`src/rtl/rom_4001.sv`:
```
// 256x8 program ROM plus 4-bit I/O port on the nibble bus, with a wishbone backdoor for loading.
// Optional: define ROM_IO_SYNC_EN to pass io_in through a two-flop synchronizer before RDR.
module rom_4001 #(
  parameter logic [3:0] CHIP_ID = 4'h0
) (
  input  logic        clock,
  input  logic        reset,
  input  logic [3:0]  data_i,
  output logic [3:0]  data_o,
  output logic        data_en,
  input  logic        sync,
  input  logic        cmd_n,
  input  logic [3:0]  io_in,
  output logic [3:0]  io_out,
  input  logic [31:0] wb_data_i,
  input  logic [31:0] wb_addr_i,
  input  logic        wb_cyc_i,
  input  logic        wb_strobe_i,
  input  logic        wb_we_i,
  output logic [31:0] wb_data_o,
  output logic        wb_ack_o
);

  localparam logic [3:0] INST_WRR = 4'h2;
  localparam logic [3:0] INST_RDR = 4'hA;

  logic [2:0] cycle;
  logic [7:0] addr;
  logic       fetch_sel;
  logic       io_sel;
  logic [3:0] inst;
  logic       inst_active;
  logic [7:0] rom [0:255];
  logic [3:0] io_rd;
  logic       cmd;
  logic       wb_go;
  logic       wb_unused;

  assign cmd       = !cmd_n;
  assign wb_go     = (cycle == 3'd7) && !wb_ack_o && wb_cyc_i && wb_strobe_i;
  assign wb_unused = ^{wb_addr_i[31:9], wb_data_i[31:8]};

`ifdef ROM_IO_SYNC_EN
  logic [3:0] io_s1, io_s2;

  always_ff @(posedge clock or posedge reset) begin
    if (reset) begin
      io_s1 <= 4'h0;
      io_s2 <= 4'h0;
    end else begin
      io_s1 <= io_in;
      io_s2 <= io_s1;
    end
  end

  assign io_rd = io_s2;
`else
  assign io_rd = io_in;
`endif

  always_ff @(posedge clock or posedge reset) begin
    if (reset) begin
      cycle       <= 3'd0;
      addr        <= 8'h00;
      fetch_sel   <= 1'b0;
      io_sel      <= 1'b0;
      inst        <= 4'h0;
      inst_active <= 1'b0;
      io_out      <= 4'h0;
      wb_ack_o    <= 1'b0;
      wb_data_o   <= 32'h0;
    end else begin
      cycle    <= sync ? 3'd0 : cycle + 3'd1;
      wb_ack_o <= wb_go;
      case (cycle)
        3'd0: addr[3:0] <= data_i;
        3'd1: addr[7:4] <= data_i;
        3'd2: fetch_sel <= (data_i == CHIP_ID);
        3'd4: begin
          fetch_sel <= 1'b0;
          if (cmd && io_sel) begin
            inst        <= data_i;
            inst_active <= 1'b1;
          end
        end
        3'd6: begin
          if (cmd) io_sel <= (data_i == CHIP_ID);
          if (inst_active && inst == INST_WRR) io_out <= data_i;
        end
        3'd7: inst_active <= 1'b0;
        default: ;
      endcase
      // backdoor only runs in X3, so it never collides with a WRR in X2
      if (wb_go) begin
        if (wb_addr_i[8]) begin
          wb_data_o <= {28'h0, io_out};
          if (wb_we_i) io_out <= wb_data_i[3:0];
        end else begin
          wb_data_o <= {24'h0, rom[wb_addr_i[7:0]]};
        end
      end
    end
  end

  always_ff @(posedge clock) begin
    if (wb_go && !wb_addr_i[8] && wb_we_i) rom[wb_addr_i[7:0]] <= wb_data_i[7:0];
  end

  always_comb begin
    data_en = 1'b0;
    data_o  = 4'h0;
    if (fetch_sel && cycle == 3'd3) begin
      data_en = 1'b1;
      data_o  = rom[addr][7:4];
    end else if (fetch_sel && cycle == 3'd4) begin
      data_en = 1'b1;
      data_o  = rom[addr][3:0];
    end else if (inst_active && cycle == 3'd6 && inst == INST_RDR) begin
      data_en = 1'b1;
      data_o  = io_rd;
    end
  end

endmodule

```
`config.mk`:
```
export PLATFORM = sky130hd
export DESIGN_NAME = rom_4001
export DESIGN_NICKNAME = d
export VERILOG_FILES = /design/src/rtl/rom_4001.sv
export SDC_FILE = /design/constraint.sdc
export NUM_CORES = 2
export LEC_CHECK = 0
export ABC_AREA = 1
export CAP_MARGIN = 20
export CORE_UTILIZATION = 40
export DETAILED_ROUTE_END_ITERATION = 6
export HOLD_SLACK_MARGIN = 0.15
export SLEW_MARGIN = 10
export SYNTH_ARGS = -nofsm -noshare
export SYNTH_HDL_FRONTEND = slang
export SYNTH_SLANG_ARGS = --single-unit
```
`constraint.sdc`:
```
create_clock -name clock -period 2.9 [get_ports clock]
set_input_delay 0.58 -clock clock [delete_from_list [all_inputs] [get_ports clock]]
set_output_delay 0.58 -clock clock [all_outputs]
set_load 0.02 [all_outputs]
```
==> impl_metrics.yaml <==
run_status:
  status: "complete, but fails checks"
  violations: "design-rule violations, negative setup slack"
timing:
  setup-tns-final_ps: -5170
  max_freq_mhz: 238
  fin_worst_skew_ps: 83.7
  min_period_ps: 4210
  max-slew-margin-rel: 0.420
  final_max_slew_viol_count: 0
  setup_viol: 4
  rsz0062_at_grt: "yes"
  hold_violations: 0
  fin_crit_sh: 1.45
  worst_pin_slew_ps: 870
  post-route-worst-setup-slack_ps: -1310
cts:
  cts_buffers: 235
  clk_latency_ps: 930
  htreeDepth: 4
  cts_root_buffer: "clkbuf_16"
  cts.path.max_buffers: 4
  path_clk_slew_ps: 70
  cts_sinks: 2079
  cts_tree: "built"
finish:
  final_common_cell: "nand2_1"
  drive_gt1_frac: 0.174
  syn_to_final_growth_pct: 26.8
  regArea_sq_mm: 0.0623
  fin_area_sq_mm: 0.129
  fillCellCount: 22200
  final_util: 0.511
  multiInputGateArea_sq_mm: 0.0371
  layout_common_cells: "nand2_1 (4458), edfxtp_1 (2048), nand3_1 (1600), buf_4 (976), nor2_1 (518)"
  fin_nets: 12000
routing:
  first_pass_iters: 7
  drc_errors: 2
  initialDrtViolationCount: 15700
  drt_wl_total_microns: 443000
  drt.antenna.violating_nets: 0
  post_drt_wl_per_cell_microns: 28.6
  vias_per_cell: 6.07
  num_vias: 94000
grt:
  grt_max_degree: 96
  grt_pass1_wl_microns: 619000
  track_usage: 0.332
  first_global_vias: 87300
  antenna_found_initial: 20
  grt.overflow.total: 0
logic_synthesis:
  synth_edf_count: 2048
  syn_area_per_cell_sq_um: 9.20
  ys_ff_latch: 2079
  yosysWarnings: 0
  ys_seq_area_frac: 0.613
  async_flop_share: 0.0149
  syn_area_sq_mm: 0.102
  synth_top_flop_cell: "edfxtp_1"
  ys_types: 33
  syn_inst: 11000
setup_path:
  crit_fanout: 9
  worstPathRequired_ps: 2320
  cp.arrival_ps: 3630
  critPathKind: "flop to output port"
  startpoint_type: "flop"
  crit_path_end_kind: "output port"
power:
  total_power_mw: 86.6
  leakage_nw: 50.1
  powerDensity_mw_per_mm2: 672
  peakVddDrop_v: 0.000613
die:
  die-area_sq_mm: 0.256
  die_x_microns: 506
  io_pins: 121
  core_sq_mm: 0.252
  start_util: 0.403
  die_y_microns: 506
  rows: 184
place:
  io_buffers: 49
  gp_congestion: 1.01
  dpl.hpwl_microns: 285000
  placed_area_sq_mm: 0.116
worst_hold_path:
  hp-class: "input port to flop"
job:
  maxCapViolations: 0
## path summary, 6_finish.rpt
kind | cells after the start | slack, ps | end | startpoint
min reg2reg | 2 | 510 | inst[0]$_DFFE_PP0P_ | inst[0]$_DFFE_PP0P_
max | 15 | -1310 | data_o[2] | addr[0]$_DFFE_PP0N_
min | 1 | 200 | rom[67][4]$_DFFE_PP_ | wb_data_i[4]
max in group asynchronous | 4 | 1820 | addr[3]$_DFFE_PP0N_ | reset
max reg2reg | 13 | 100 | rom[107][4]$_DFFE_PP_ | cycle[0]$_DFF_PP0_
min in group asynchronous | 4 | 630 | io_out[1]$_DFF_PP0_ | reset
## worst max-delay path, stage by stage, from the launching register on
cell	delay [ps]
dfrtp_4	490
buf_12	190
buf_16	220
buf_12	170
buf_4	140
o21ai_0	80
o22ai_1	200
nand2_1	110
nand3_2	120
nand3_1	140
nand3_1	140
nand3_4	130
nand3_2	140
nand3_2	110
nand2_4	140
buf_6	130
## area by class of cell
cell class | instances | area share
antenna | 12 | 0.000233
clock buffer | 279 | 0.0473
clock inverter | 138 | 0.0123
inverter | 177 | 0.00579
multi-input combinational | 8002 | 0.288
sequential | 2079 | 0.484
tap | 3348 | 0.0325
timing repair buffer | 1448 | 0.129
timing repair inverter | 6 | 0.000991
## power breakdown
group | internal [mW] | switching [mW]
Sequential | 33.0 | 0.112
Clock | 17.9 | 12.7
Combinational | 8.11 | 14.7
## logic make-up after synthesis
| kind of cell | count (synthesis) | synth area share |
|---|---|---|
| AOI/OAI and AO/OA | 796 | 0.0473 |
| adders and majority gates | 6 | 0.000739 |
| buffers and inverters | 981 | 0.0435 |
| DFF | 2079 | 0.613 |
| other | 1 | 0.0000369 |
| and+or+nand+nor | 7176 | 0.295 |
## metrics by stage
step	instances	hold WS [ps]	setup slack [ps]
finish	15500	202	-1310
global route	15500	195	-1330
CTS	15400	178	-1310
detailed placement	14900	483	-926
global placement	14900	465	-975
floorplan	11100	444	276
## per-layer routing
| layer | global-route usage | vias up | wire, microns |
|---|---|---|---|
| li1 | - | 40100 | - |
| met1 | 0.436 | 45300 | 162000 |
| met2 | 0.503 | 7259 | 194000 |
| met3 | 0.0707 | 1373 | 55400 |
| met4 | 0.204 | 14 | 32400 |
| met5 | 0 | - | 88 |
## what timing repair did
action / 4_1_cts / 5_1_grt
pin swaps: 31 / 108
hold buffers: 7 / 0
setup buffers: 30 / 19
cloned: 44 / 22
resized for setup: 331 / 303
endpoints found under the hold margin: 179 / 0
endpoints found under the setup margin: 12 / 165
## cell usage after synthesis (2+ instances only)
library cell	instances	area, sq um
edfxtp_1	2048	61500
buf_6	6	67.6
buf_1	126	473
o22ai_1	28	175
dfrtp_1	31	776
nor2_1	530	1990
buf_4	68	510
buf_2	342	1710
o21a_1	4	30.0
inv_1	167	627
clkinv_1	5	18.8
clkbuf_1	262	983
a22oi_1	256	1920
a21oi_1	129	646
nand4_1	252	1580
nand3_1	1899	9500
nor2_4	2	22.5
ha_1	6	75.1
nand2_1	4487	16800
o211ai_1	53	398
inv_2	4	15.0
o21ai_1	54	270
o21ai_0	270	1350
## flip-flops by register name (all words and copies together) (netlist names)
signal,flops
io_sel,1
fetch_sel,1
wb_data_o,8
rom,2048
inst_active,1
cycle,3
addr,8
wb_ack_o,1
inst,4
io_out,4
Note: power is estimated with default switching activity, not from simulation.
